## src/rtl/nbcac_encoder_arbiter.sv

```systemverilog
// Shares one 19-bit -> 27-bit NBCAC encoder among N_REQ requesters using round-robin
// arbitration with an optional burst lock and a single registered valid/ready output stage.

module nbcac_19di_encoder_core (
  input  logic [18:0] datain,
  output logic [27:1] codeout
);
  // Odd data bits up to bit 15 are doubled onto adjacent wires, so every 3-wire
  // group is one single bit plus one duplicated pair; bits 16..18 pass straight.
  always_comb begin
    codeout = '0;
    for (int j = 0; j < 8; j++) begin
      codeout[3*j+1] = datain[2*j];
      codeout[3*j+2] = datain[2*j+1];
      codeout[3*j+3] = datain[2*j+1];
    end
    codeout[25] = datain[16];
    codeout[26] = datain[17];
    codeout[27] = datain[18];
  end
endmodule

module nbcac_encoder_arbiter #(
  parameter int N_REQ     = 4,
  parameter int MAX_BURST = 4,
  parameter int SRC_W     = 2,
  parameter int CNT_W     = $clog2(MAX_BURST + 1)
) (
  input  logic                 clock,
  input  logic                 rst,
  input  logic [N_REQ-1:0]     req_valid,
  input  logic [N_REQ*19-1:0]  req_data,
  output logic [N_REQ-1:0]     req_ready,
  output logic                 code_valid,
  input  logic                 code_ready,
  output logic [27:1]          codeout,
  output logic [SRC_W-1:0]     code_src,
  output logic                 busy,
  output logic                 state_dbg,
  output logic [SRC_W-1:0]     rr_ptr_dbg,
  output logic [SRC_W-1:0]     owner_dbg,
  output logic [CNT_W-1:0]     burst_cnt_dbg
);

  typedef enum logic {ARB = 1'b0, HOLD = 1'b1} state_t;

  state_t           state, state_nxt;
  logic [SRC_W-1:0] rr_ptr, rr_ptr_nxt;
  logic [SRC_W-1:0] owner, owner_nxt;
  logic [CNT_W-1:0] burst_cnt, burst_cnt_nxt;
  logic             accept;
  logic             hs;
  logic             found;
  logic [N_REQ-1:0] grant;
  logic [SRC_W-1:0] win;
  logic [18:0]      win_data;
  logic [27:1]      core_out;

  function automatic logic [SRC_W-1:0] inc_mod(input logic [SRC_W-1:0] v);
    return (int'(v) == N_REQ - 1) ? '0 : v + 1'b1;
  endfunction

  // Handshakes: a word moves on a rising edge when valid and ready are both high
  // in the cycle before it; the output slot frees (accept) when empty or draining.
  assign accept    = ~code_valid | code_ready;
  assign req_ready = accept ? grant : '0;
  assign hs        = |(req_valid & req_ready);

  always_comb begin
    grant = '0;
    win   = '0;
    found = 1'b0;
    if (state == HOLD) begin
      if (req_valid[owner]) begin
        grant[owner] = 1'b1;
        win          = owner;
      end
    end else begin
      for (int k = 0; k < N_REQ; k++) begin
        if (!found && req_valid[(int'(rr_ptr) + k) % N_REQ]) begin
          found                                  = 1'b1;
          grant[(int'(rr_ptr) + k) % N_REQ]      = 1'b1;
          win                                    = SRC_W'((int'(rr_ptr) + k) % N_REQ);
        end
      end
    end
  end

  assign win_data = req_data[int'(win)*19 +: 19];

  nbcac_19di_encoder_core u_core (
    .datain  (win_data),
    .codeout (core_out)
  );

  always_comb begin
    state_nxt     = state;
    rr_ptr_nxt    = rr_ptr;
    owner_nxt     = owner;
    burst_cnt_nxt = burst_cnt;
    case (state)
      ARB: begin
        if (hs) begin
          if (MAX_BURST == 1) begin
            rr_ptr_nxt = inc_mod(win);
          end else begin
            owner_nxt     = win;
            burst_cnt_nxt = CNT_W'(1);
            state_nxt     = HOLD;
          end
        end
      end
      HOLD: begin
        // With accept low everything is frozen; with accept high an idle owner
        // gives up the lock and that cycle grants nobody.
        if (accept) begin
          if (hs && (int'(burst_cnt) + 1 != MAX_BURST)) begin
            burst_cnt_nxt = burst_cnt + 1'b1;
          end else begin
            rr_ptr_nxt    = inc_mod(owner);
            burst_cnt_nxt = '0;
            state_nxt     = ARB;
          end
        end
      end
      default: state_nxt = ARB;
    endcase
  end

  always_ff @(posedge clock or posedge rst) begin
    if (rst) begin
      state     <= ARB;
      rr_ptr    <= '0;
      owner     <= '0;
      burst_cnt <= '0;
    end else begin
      state     <= state_nxt;
      rr_ptr    <= rr_ptr_nxt;
      owner     <= owner_nxt;
      burst_cnt <= burst_cnt_nxt;
    end
  end

  // codeout/code_src are only written on a load, so an idle link keeps its last word.
  always_ff @(posedge clock or posedge rst) begin
    if (rst) begin
      codeout    <= '0;
      code_src   <= '0;
      code_valid <= 1'b0;
    end else if (hs) begin
      codeout    <= core_out;
      code_src   <= win;
      code_valid <= 1'b1;
    end else if (code_ready) begin
      code_valid <= 1'b0;
    end
  end

  assign busy          = (state == HOLD) | code_valid;
  assign state_dbg     = (state == HOLD);
  assign rr_ptr_dbg    = rr_ptr;
  assign owner_dbg     = owner;
  assign burst_cnt_dbg = burst_cnt;

endmodule
```

## config.mk

```make
export PLATFORM = sky130hd
export DESIGN_NAME = nbcac_encoder_arbiter
export DESIGN_NICKNAME = d
export VERILOG_FILES = /design/src/rtl/nbcac_encoder_arbiter.sv
export SDC_FILE = /design/constraint.sdc
export NUM_CORES = 1
export LEC_CHECK = 0
export BUFFER_PORTS_ARGS = -buffer_cell sky130_fd_sc_hd__buf_2
export CORE_MARGIN = 3
export CORE_UTILIZATION = 44
export DETAILED_ROUTE_END_ITERATION = 8
export PLACE_DENSITY = 0.74
export SKIP_CTS_REPAIR_TIMING = 1
export SLEW_MARGIN = 30
export SYNTH_ARGS = -nofsm -noshare
export SYNTH_HDL_FRONTEND = slang
export SYNTH_HIERARCHICAL = 1
export SYNTH_SLANG_ARGS = --single-unit
export TNS_END_PERCENT = 10
```

## constraint.sdc

```tcl
create_clock -name clock -period 4.85 [get_ports clock]
set_input_delay 0.485 -clock clock [delete_from_list [all_inputs] [get_ports clock]]
set_output_delay 0.485 -clock clock [all_outputs]
set_load 0.01 [all_outputs]
```

## Yosys cells after proc, flatten, opt, wreduce, memory -nomap -nowiden

Index checks and enable logic that the tools add are counted.

| cells by class | value |
|---|---|
| equality and inequality tests | 4 |
| multipliers | 1 |
| order comparisons | 10 |
| multiplexer cells | 56 |
| $add $sub $neg | 6 |
| bitwise operators | 12 |
| shift operators | 1 |
| reductions and logical operators | 20 |
| divide/modulo/power cells | 0 |

Operators by type and width:

| kind | count |
|---|---|
| indexed part select 76 x 8 -> 19 bit | 1 |
| 2-to-1 mux 4 bit | 10 |
| 2-to-1 mux 1 bit | 24 |
| 2-to-1 mux 2 bit | 7 |
| < comparator 3 x 4 -> 1 bit, second input constant | 3 |
| bitwise OR 4 bit | 3 |
| binary-select mux 1 bit (select 2 bit) | 5 |
| demux 1 bit (select 2 bit) | 5 |
| greater-or-equal comparator 3 x 1 -> 1 bit, second input constant | 3 |
| logical AND 1 bit | 9 |
| 2-to-1 mux 3 bit | 3 |
| multiplier 2 x 5 -> 7 bit, second input constant | 1 |
| < comparator 2 x 3 -> 1 bit, second input constant | 2 |
| one-hot mux 3 bit (2 select lines) | 1 |
| OR reduction 2 bit | 3 |
| adder 2 x 1 -> 2 bit, second input constant | 2 |
| adder 2 bit, second input constant | 2 |
| adder 3 x 1 -> 4 bit, second input constant | 1 |
| bitwise AND 4 bit | 1 |
| greater-or-equal comparator 2 x 1 -> 1 bit, second input constant | 2 |
| != test 4 x 3 -> 1 bit, second input constant | 1 |
| AND reduction 2 bit | 2 |
| OR reduction 4 bit | 1 |
| adder 3 x 1 -> 3 bit, second input constant | 1 |
| other kinds (10) | 17 |

| storage, ports and cells | value |
|---|---|
| bits in writable memories | 0 |
| bits of input ports | 83 |
| flip-flop bits (word level) | 38 |
| word-level logic and storage cells | 117 |
| ROM bits | 0 |
| output and inout port bits | 43 |
| bits in latches | 0 |
| memories | 0 |

## Depth between registers and ports, before layout

Gate-level depths: netlist of run 1.

| depth | value |
|---|---|
| word-level depth | 24 |
| mapped depth | 14 |

## Hierarchy

The synthesis of run 1 kept the hierarchy.

Modules (own cells, without submodules):

| module | area each (um^2) | instances | cells an instance | sequential area each (um^2) |
|---|---|---|---|---|
| nbcac_encoder_arbiter | 2796.4 | 1 | 235 | 950.9 |
| nbcac_19di_encoder_core | 202.7 | 1 | 27 | 0.0 |

## Worst setup path before layout of run 1

No wires, ideal clock.

| timing | value |
|---|---|
| path kind | register -> register |
| start | register rr_ptr[0] (netlist: rr_ptr_dbg[0]) |
| end | register codeout[6] (netlist name) |
| setup slack | 1264 ps |
| arrival time | 3459 ps |
| path buffers | 4 |
| stages on the path, launching flop included | 15 |
| required time | 4723 ps |
| cells stage by stage | dfrtp_1 buf_6 buf_2 inv_1 ha_1 mux4_2 a211oi_2 a211oi_1 o22a_1 nor2_1 a31oi_1 buf_6 mux4_2 buf_4 mux2_1 |

| between the ends | value |
|---|---|
| elaborated cells on any way between the ends | 73 |
| those cells by class | add/sub (3); mul (1); order compare (8); shift (1); mux (39); bitwise (7); reduce/logical (14) |

RTL lines:

| what | line | source |
|---|---|---|
| from (decl) | 48 | `logic [SRC_W-1:0] rr_ptr, rr_ptr_nxt;` |
| from (signal assigned) | 138 | `rr_ptr <= rr_ptr_nxt;` |
| parallel branches: the longest is 14 deep, another holds adder 2 x 1 -> 2 bit | -- |  |
| 2-to-1 mux 2 bit (*) | 80 | `if (!found && req_valid[(int'(rr_ptr) + k) % N_REQ]) begin` |
| 2-to-1 mux 2 bit (*) | 73 | `if (state == HOLD) begin` |
| multiplier 2 x 5 -> 7 bit (*) | 89 | `assign win_data = req_data[int'(win)*19 +: 19];` |
| indexed part select 76 x 8 -> 19 bit (*) | 89 |  |
| named net win_data[3] | 56 | `logic [18:0] win_data;` |
| to (signal assigned) | 151 | `codeout <= core_out;` |
| to (decl) | 36 | `output logic [27:1] codeout,` |

Mark *: on every way through the listed nets, which the timed path passes. The select of a mux whose other input is x is not followed.
A chain may end at the register's enable or synchronous reset.

## Worst setup path after layout of run 1

| timing | value |
|---|---|
| start | register rr_ptr[0] (netlist: rr_ptr_dbg[0]) |
| end | register codeout[3] (netlist name) |

The elaborated chain is that of the path after synthesis.

==> reports/results.tsv, run 1 <==
metric	value	unit
nFillCells	580	
dr.pass1.iters	4	
cts_buffer_depth	2	
synth_xor_area_share	0	%
drive_gt1_share	56.9	%
initial_core_util	46.2	%
yosys.area_share.simple	9.09	%
die-height	88.6	um
period_needed	3.91	ns
synthTopCellsByArea	dfrtp_1, mux4_2, mux2_2	
status	completed	
synth_compound_area_share	12.2	%
relSlewSlack	46.0	%
yosysSeqAreaShare	31.7	%
drv_cap	0	
path_cells	inv_1, ha_1, mux4_2, a211oi_2, a211oi_1, o22a_1, nor2_1, a31oi_4, buf_4, mux4_2, mux2_2	
synth_area_leader_cell	dfrtp_1	
p_leak	1.69	nW
whs	0.311	ns
rows	29	
synthAdderAreaFrac	5.42	%
async_reset_ff_share	100	%
clk_pin_slew	0.08	ns
wl	6980	um
crit_slowest_cell	dfrtp_1	
place_congestion	0.826	
grt_busiest_layer	met2	
power	0.00273	W
finish.utilization	54.5	%
synth_top_cell_area_share	31.7	%
dpl.hpwl	5450	um
track_usage	17.3	%
grt_pass1_wl	10700	um
timing.setup.tns	0	ns
final_cell_mix	buf_2, dfrtp_1, mux4_2	
synth_ff_type	dfrtp_1	
ant_nets	0	
syn_area	3000	um^2
ctsRootBufferMaster	clkbuf_8	
wl_per_cell	16.2	um
viasPerCell	5.50	
ctsHtreeMaxLevel	2	
synth_cells	262	
crit_type	flop to flop	
crit_family	multiplexers	
hold_violations	0	
setup_ws	0.943	ns
synth_top_family_by_area	multiplexers	
antenna_found_initial	0	
first_global_vias	2187	
pin_count	126	
fmax	256	MHz
finClkSkew	0.00300	ns
cp_data_required_time	5.01	ns
crit_fanout	21	
finalCritPeriodShare	80.6	%
port_buffers	125	
cts_num_sinks	38	
hold_path.class	primary input to async pin	
synth_cell_types	45	
cts_tree	built	
slew_viol_final	0	
num_vias	2377	
grt_use_met2	29.4	%
rsz0062_at_grt	false	
max_stage_delay	0.74	ns
use_met1	23.2	%
synth_edf_count	0	
crit_buf_inv	2	
yosysWarningCount	6	
setup_violations	0	
crit_arrival	4.07	ns
die_w	88.6	um
cp-start-kind	flop	
area_growth	17.9	%
layout_commonest_cell	buf_2	
grt_max_degree	39	
nNetsFinal	451	
ir_worst_vdd	386	uV
antenna_cells	0	
die-area	7840	um^2
overflow	0	
first_iter_violations	79	
drc	0	
cts_buffers	5	
crit_top_cell	mux4_2	
p_per_area	772	nW/um^2
pre_cts_ws	0.953	ns
mappedNetlistNets	358	
muxShareOfSynthArea	29.8	%
synth_area_per_cell	11.4	um^2
core-area	6490	um^2
clkLatencyLatePin	0.28	ns
ys_seq_elements	38	
crit_path_end_kind	flop	
grt_use_met3	3.17	%
worstMarginPinSlew	0.809	ns
[cell families (layout without fill, tap and decap cells)]
logic type | after synthesis | count (layout)
adders and majority gates | 13 | 13
muxes | 54 | 54
DFF | 38 | 38
and+or+nand+nor | 54 | 54
buffers and inverters | 53 | 146
AOI/OAI and AO/OA | 50 | 50
[flip-flops by register name (all words and copies together) (netlist names)]
register	cells
burst_cnt_dbg	3
code_src	2
code_valid	1
codeout	27
owner_dbg	2
rr_ptr_dbg	2
state_dbg	1
[stage by stage]
step | instance area (um^2) | std cells
floorplan | 3000 | 262
global placement | 3460 | 425
detailed placement | 3460 | 425
CTS | 3540 | 432
global route | 3540 | 432
finish | 3540 | 432
[layout make-up]
cell class,count,area [um^2],share of cell area [%]
multi-input cells,171,1710,48.5
clock inverters,2,10.0,0.283
flip-flops and latches,38,951,26.9
inverters,9,33.8,0.955
clock buffers,5,68.8,1.95
well taps,77,96.3,2.72
repair buffers,130,663,18.7
[per-layer routing]
layer / part of all wire (%) / vias up
met2: 53 / 78
met3: 4.8 / 6
met5: 0 / -
met1: 41 / 1162
li1: - / 1131
met4: 0.82 / 0
[synth_stat cells (3+ instances only)]
| cell type | n |
|---|---|
| dfrtp_1 | 38 |
| buf_4 | 27 |
| buf_2 | 6 |
| nand3b_1 | 3 |
| nor2_1 | 12 |
| a211oi_2 | 3 |
| a211oi_1 | 4 |
| ha_1 | 13 |
| a31oi_1 | 3 |
| nand2_1 | 16 |
| clkbuf_1 | 5 |
| nand3_1 | 4 |
| mux4_2 | 22 |
| o21ai_0 | 7 |
| a32oi_1 | 3 |
| a21oi_1 | 11 |
| nor2b_1 | 3 |
| buf_6 | 6 |
| o211ai_1 | 3 |
| mux2_4 | 10 |
| inv_1 | 9 |
| or2_2 | 4 |
| mux2_2 | 21 |
[tightest hold or removal path, stage by stage]
cell and delay (ns):
buf_2 0.09, inv_1 0.04, buf_4 0.41
[final timing paths]
| kind | to | slack (ns) | cells past startpoint | start |
|---|---|---|---|---|
| worst max-delay path | codeout[3] | 0.94 | 11 | rr_ptr_dbg[0] |
| worst min-delay path | codeout[21] | 0.31 | 3 | rst |
| worst max register to register | codeout[3] | 0.94 | 11 | rr_ptr_dbg[0] |
| worst min register to register | codeout[6] | 0.48 | 1 | codeout[6] |
| max in group asynchronous | owner_dbg[0] | 4.21 | 3 | rst |
| min in group clock | codeout[6] | 0.48 | 1 | codeout[6] |
[where the power goes]
| group | leakage (nW) | internal (W) | switching [W] |
|---|---|---|---|
| clock network | 0.0438 | 0.0000966 | 0.000107 |
| logic | 1.19 | 0.000991 | 0.000882 |
| registers | 0.448 | 0.000496 | 0.000158 |
| total | 1.69 | 0.00158 | 0.00115 |
Note: power is estimated with default switching activity, not from simulation.
==> run 2, diff against run 1 <==
--- a/config.mk
+++ b/config.mk
@@ -9,7 +9,7 @@
 export CORE_MARGIN = 3
 export CORE_UTILIZATION = 44
 export DETAILED_ROUTE_END_ITERATION = 8
-export PLACE_DENSITY = 0.74
+export PLACE_DENSITY = 0.77
 export SKIP_CTS_REPAIR_TIMING = 1
 export SLEW_MARGIN = 30
 export SYNTH_ARGS = -nofsm -noshare
==> constraint.sdc (replaced) <==
create_clock -name clock -period 3.43 [get_ports clock]
set_input_delay 0.343 -clock clock [delete_from_list [all_inputs] [get_ports clock]]
set_output_delay 0.343 -clock clock [all_outputs]
set_load 0.01 [all_outputs]
==> reports/results.tsv, run 2 (synthesized netlist as in run 1, its figures left out) <==
metric	value	unit	change
status	completed		
finClkSkew	0.00870	ns	+0.00570 ns
drive_gt1_share	58.7	%	+1.8 points
clk_pin_slew	0.08	ns	about the same
p_int	0.00242	W	+53%
ir_worst_vdd	508	uV	+32%
initial_core_util	46.2	%	unchanged
grt_max_degree	31		-21%
dr.pass1.iters	5		+1
cts_num_sinks	38		unchanged
die_w	88.6	um	unchanged
setup_ws	0.331	ns	-0.611 ns
crit_fanout	20		-4.8%
num_vias	2455		+3.3%
cp-start-kind	flop		
clkLatencyLatePin	0.28	ns	about the same
viasPerCell	5.58		+1.4%
layout_commonest_cell	buf_2		
wl	7330	um	+5.0%
p_sw	0.00167	W	+45%
p_per_area	1120	nW/um^2	+45%
largest_reg_flops	27		unchanged
port_buffers	125		unchanged
slew_viol_final	0		unchanged
clock_power_share	9.1	%	+1.6 points
rows	29		unchanged
drc	0		unchanged
hold_violations	0		unchanged
fmax	323	MHz	+26%
nNetsFinal	458		+1.6%
ant_nets	0		unchanged
first_iter_violations	153		+94%
cts_tree	built		
crit_path_end_kind	flop		
finalCritPeriodShare	90.3	%	+9.8 points
hold_path.class	primary input to async pin		
area_growth	22.0	%	
crit_type	flop to flop		
track_usage	18.0	%	+0.71 points
top_register	codeout		
pre_cts_ws	0.334	ns	-0.619 ns
dpl.hpwl	5780	um	+6.0%
crit_arrival	3.27	ns	-0.80 ns
cts_buffers	5		unchanged
core-area	6490	um^2	unchanged
place_congestion	0.937		+13%
die-area	7840	um^2	unchanged
ctsHtreeMaxLevel	2		unchanged
final_cell_mix	buf_2, dfrtp_1, mux4_2		
antenna_found_initial	0		unchanged
p_comb_share	69.1	%	+0.5 points
p_leak	1.74	nW	+3.4%
first_global_vias	2342		+7.1%
switching_share	40.8	%	-1.2 points
ctsRootBufferMaster	clkbuf_8		
wl_per_cell	16.7	um	+3.0%
drv_cap	0		unchanged
cp_data_required_time	3.60	ns	-1.41 ns
timing.setup.tns	0	ns	unchanged
antenna_cells	0		unchanged
seqPwrFrac	21.8	%	-2.1 points
die-height	88.6	um	unchanged
grt_pass1_wl	11100	um	+3.9%
setup_violations	0		unchanged
period_needed	3.10	ns	-0.809 ns
cts_buffer_depth	2		unchanged
overflow	0		unchanged
pin_count	126		unchanged
relSlewSlack	53.0	%	+7.0 points
timing.rr.start	rr_ptr_dbg[0]		
worstMarginPinSlew	0.704	ns	-0.105 ns
reg2regPathDepth	11		unchanged
rsz0062_at_grt	false		
startpoint	rr_ptr_dbg[0]		
run 2: cell types whose count changed in the layout (fill, tap and decap cells not counted):
| cell | previous run | this run |
|---|---|---|
| buf_4 | 5 | 10 |
| inv_1 | 9 | 8 |
| dfrtp_2 | 0 | 1 |
| ha_1 | 13 | 12 |
| ha_4 | 0 | 1 |
| buf_12 | 0 | 2 |
| inv_2 | 0 | 1 |
| bufinv_16 | 0 | 1 |
| dfrtp_1 | 38 | 37 |
run 2: path summary, 6_finish.rpt:
kind                          endpoint  slack, ns
hold / removal             codeout[10]       0.16
hold reg to reg             codeout[6]       0.48
max in group asynchronous  codeout[20]       2.52
min in group clock          codeout[6]       0.48
setup / recovery            codeout[6]       0.33
setup reg to reg            codeout[6]       0.33
run 2: final cells by class:
| type | count | area [um^2] |
|---|---|---|
| Fill cell | 566 | 2840 |
| Multi-Input combinational cell | 171 | 1730 |
| Sequential cell | 38 | 952 |
| Timing Repair Buffer | 137 | 741 |
| Tap cell | 77 | 96.3 |
| Clock buffer | 5 | 68.8 |
| Clock inverter | 3 | 40.0 |
| Inverter | 9 | 33.8 |
run 2: stage by stage:
step | cell area [um^2] | utilization [%] | total power [W] | hold WS, ns | std cells
after floorplan | 3010 | - | 0.00340 | 0.529 | 262
after CTS | 3660 | 56.3 | 0.00412 | 0.184 | 440
after global routing | 3660 | 56.3 | 0.00441 | 0.227 | 440
final | 3660 | 56.3 | 0.00409 | 0.162 | 440
after global placement | 3550 | 54.7 | 0.00364 | 0.471 | 432
after detailed placement | 3550 | 54.7 | 0.00375 | 0.470 | 432
run 2: metal layers:
metal / track usage, % / up-vias / part of all wire [%]
met5: 0 / - / 0
met4: 4.67 / 0 / 0.86
met3: 3.72 / 8 / 5.8
met2: 29.7 / 90 / 53
met1: 24.3 / 1208 / 41
li1: - / 1149 / -
run 2: power by group through the flow:
stage	Combinational, W	Sequential (W)	Clock [W]
floorplan	0.00242	0.000977	0
global placement	0.00275	0.000892	0
detailed placement	0.00285	0.000902	0
CTS	0.00285	0.000894	0.000381
global route	0.00308	0.000930	0.000399
finish	0.00283	0.000893	0.000370
run 2: critical path, cell delays in order, from the launching register on:
cell and delay (ns):
dfrtp_2 0.44, inv_2 0.14, ha_4 0.24, mux4_2 0.37, a211oi_2 0.29, a211oi_1 0.11
o22a_1 0.22, nor2_1 0.17, a31oi_4 0.06, buf_12 0.20, mux4_2 0.43, mux2_1 0.30
==> run 3, diff against run 2 <==
--- a/config.mk
+++ b/config.mk
@@ -5,11 +5,13 @@
 export SDC_FILE = /design/constraint.sdc
 export NUM_CORES = 1
 export LEC_CHECK = 0
-export BUFFER_PORTS_ARGS = -buffer_cell sky130_fd_sc_hd__buf_2
+export CELL_PAD_IN_SITES_DETAIL_PLACEMENT = 1
+export CELL_PAD_IN_SITES_GLOBAL_PLACEMENT = 1
 export CORE_MARGIN = 3
 export CORE_UTILIZATION = 44
 export DETAILED_ROUTE_END_ITERATION = 8
-export PLACE_DENSITY = 0.77
+export DONT_BUFFER_PORTS = 1
+export PLACE_DENSITY_LB_ADDON = 0.1
 export SKIP_CTS_REPAIR_TIMING = 1
 export SLEW_MARGIN = 30
 export SYNTH_ARGS = -nofsm -noshare
==> reports/results.tsv, run 3 (synthesized netlist as in run 1, its figures left out) <==
metric	value	unit	change
timing.rr.start	rr_ptr_dbg[0]		
slew_viol_final	0		unchanged
grt_max_degree	29		-6.5%
final_cell_mix	dfrtp_1, mux4_2, mux2_2		
drc	0		unchanged
first_iter_violations	66		-57%
finish.utilization	48.3	%	-8.1 points
status	completed		
layout_commonest_cell	dfrtp_1		
finalCritPeriodShare	94.2	%	+3.9 points
cts_num_sinks	38		unchanged
crit_type	flop to flop		
ctsRootBufferMaster	clkbuf_8		
period_needed	3.23	ns	+0.132 ns
die_w	88.6	um	unchanged
cts_buffers	5		unchanged
track_usage	19.4	%	+1.3 points
fmax	310	MHz	-4.1%
final_cells	321		-27%
overflow	0		unchanged
pre_cts_ws	-0.0814	ns	-0.415 ns
cts_buffer_depth	2		unchanged
r2r-end	codeout[6]		
num_vias	2039		-17%
ctsHtreeMaxLevel	2		unchanged
dp.cells	312		-28%
clkLatencyLatePin	0.28	ns	about the same
p_per_area	1300	nW/um^2	+17%
largest_reg_flops	27		unchanged
port_buffers	0		-100%
cp-start-kind	flop		
setup_ws	0.199	ns	-0.132 ns
first_global_vias	2211		-5.6%
ant_nets	0		unchanged
wl	7750	um	+5.7%
core-area	6490	um^2	unchanged
wl_per_cell	24.1	um	+45%
dpl.hpwl	6010	um	+4.0%
grt_pass1_wl	11600	um	+4.2%
startpoint	rr_ptr_dbg[0]		
relSlewSlack	52.4	%	-0.62 points
crit_fanout	13		-35%
cp_data_required_time	3.60	ns	about the same
drive_gt1_share	38.5	%	-20 points
die-height	88.6	um	unchanged
antenna_found_initial	0		unchanged
hold_path.class	primary input to async pin		
r2r_slack	0.20	ns	-0.13 ns
antenna_cells	0		unchanged
initial_core_util	46.2	%	unchanged
worstMarginPinSlew	0.710	ns	+0.00576 ns
place_congestion	0.919		-2.0%
nNetsFinal	339		-26%
reg2regPathDepth	12		+1
drv_cap	0		unchanged
p_leak	1.29	nW	-26%
clk_pin_slew	0.08	ns	about the same
crit_path_end_kind	flop		
dr.pass1.iters	6		+1
crit_path_end	codeout[6]		
setup_violations	0		unchanged
top_register	codeout		
nFillCells	678		+20%
hold_violations	0		unchanged
ir_worst_vdd	536	uV	+5.5%
rsz0062_at_grt	false		
viasPerCell	6.35		+14%
rows	29		unchanged
pin_count	126		unchanged
die-area	7840	um^2	unchanged
cts_tree	built		
finClkSkew	0.00263	ns	-0.00607 ns
crit_arrival	3.40	ns	+0.13 ns
area_growth	4.51	%	
run 3: final cells by class:
| class | count | area (um^2) | share of cell area, % |
|---|---|---|---|
| clock buffer | 5 | 68.8 | 2.20 |
| clock inverter | 3 | 68.8 | 2.20 |
| timing repair buffer | 18 | 180 | 5.75 |
| sequential | 38 | 952 | 30.4 |
| inverter | 9 | 33.8 | 1.08 |
| tap | 77 | 96.3 | 3.07 |
| multi-input combinational | 171 | 1730 | 55.3 |
run 3: per-stage QoR:
step	setup TNS [ns]	total power [W]	hold WS [ns]	instance area, um^2
2_1_floorplan	0	0.00340	0.529	3010
3_3_place_gp	0	0.00345	0.357	2960
3_5_place_dp	-0.858	0.00360	0.369	2970
4_1_cts	-1.41	0.00407	0.0498	3110
5_1_grt	0	0.00438	0.0785	3130
6_report	0	0.00408	0.0300	3130
run 3: worst max-delay path, cell delays in order (launching register included):
cell,delay (ns)
dfrtp_2,0.45
inv_2,0.09
ha_4,0.21
mux4_2,0.24
a211oi_2,0.08
buf_4,0.14
a21oi_1,0.12
o22a_1,0.21
nor2_1,0.08
a31oi_4,0.45
buf_16,0.23
mux4_2,0.52
mux2_1,0.31
run 3: routing by layer:
layer  share of wire (%)  up-vias  GRT usage (%)
met1                  40     1034           24.0
met3                 7.2        4           5.03
met5                   0        -              0
met4                0.45        0           3.30
met2                  53       90           34.5
li1                    -      911              -
run 3: power by group:
group / total (W) / internal, W / switching, W
sequential: 0.00102 / 0.000703 / 0.000313
combinational: 0.00261 / 0.00140 / 0.00121
clock: 0.000461 / 0.000292 / 0.000169
total: 0.00408 / 0.00240 / 0.00169
run 3: how the worst min path moves through the flow:
stage                     slack, ns                to  cells past startpoint
final                          0.03  burst_cnt_dbg[2]                      1
after global routing           0.08  burst_cnt_dbg[1]                      1
after CTS                      0.05       codeout[25]                      1
after detailed placement       0.37  burst_cnt_dbg[2]                      1
after global placement         0.36  burst_cnt_dbg[2]                      1
after floorplan                0.53        codeout[6]                      1
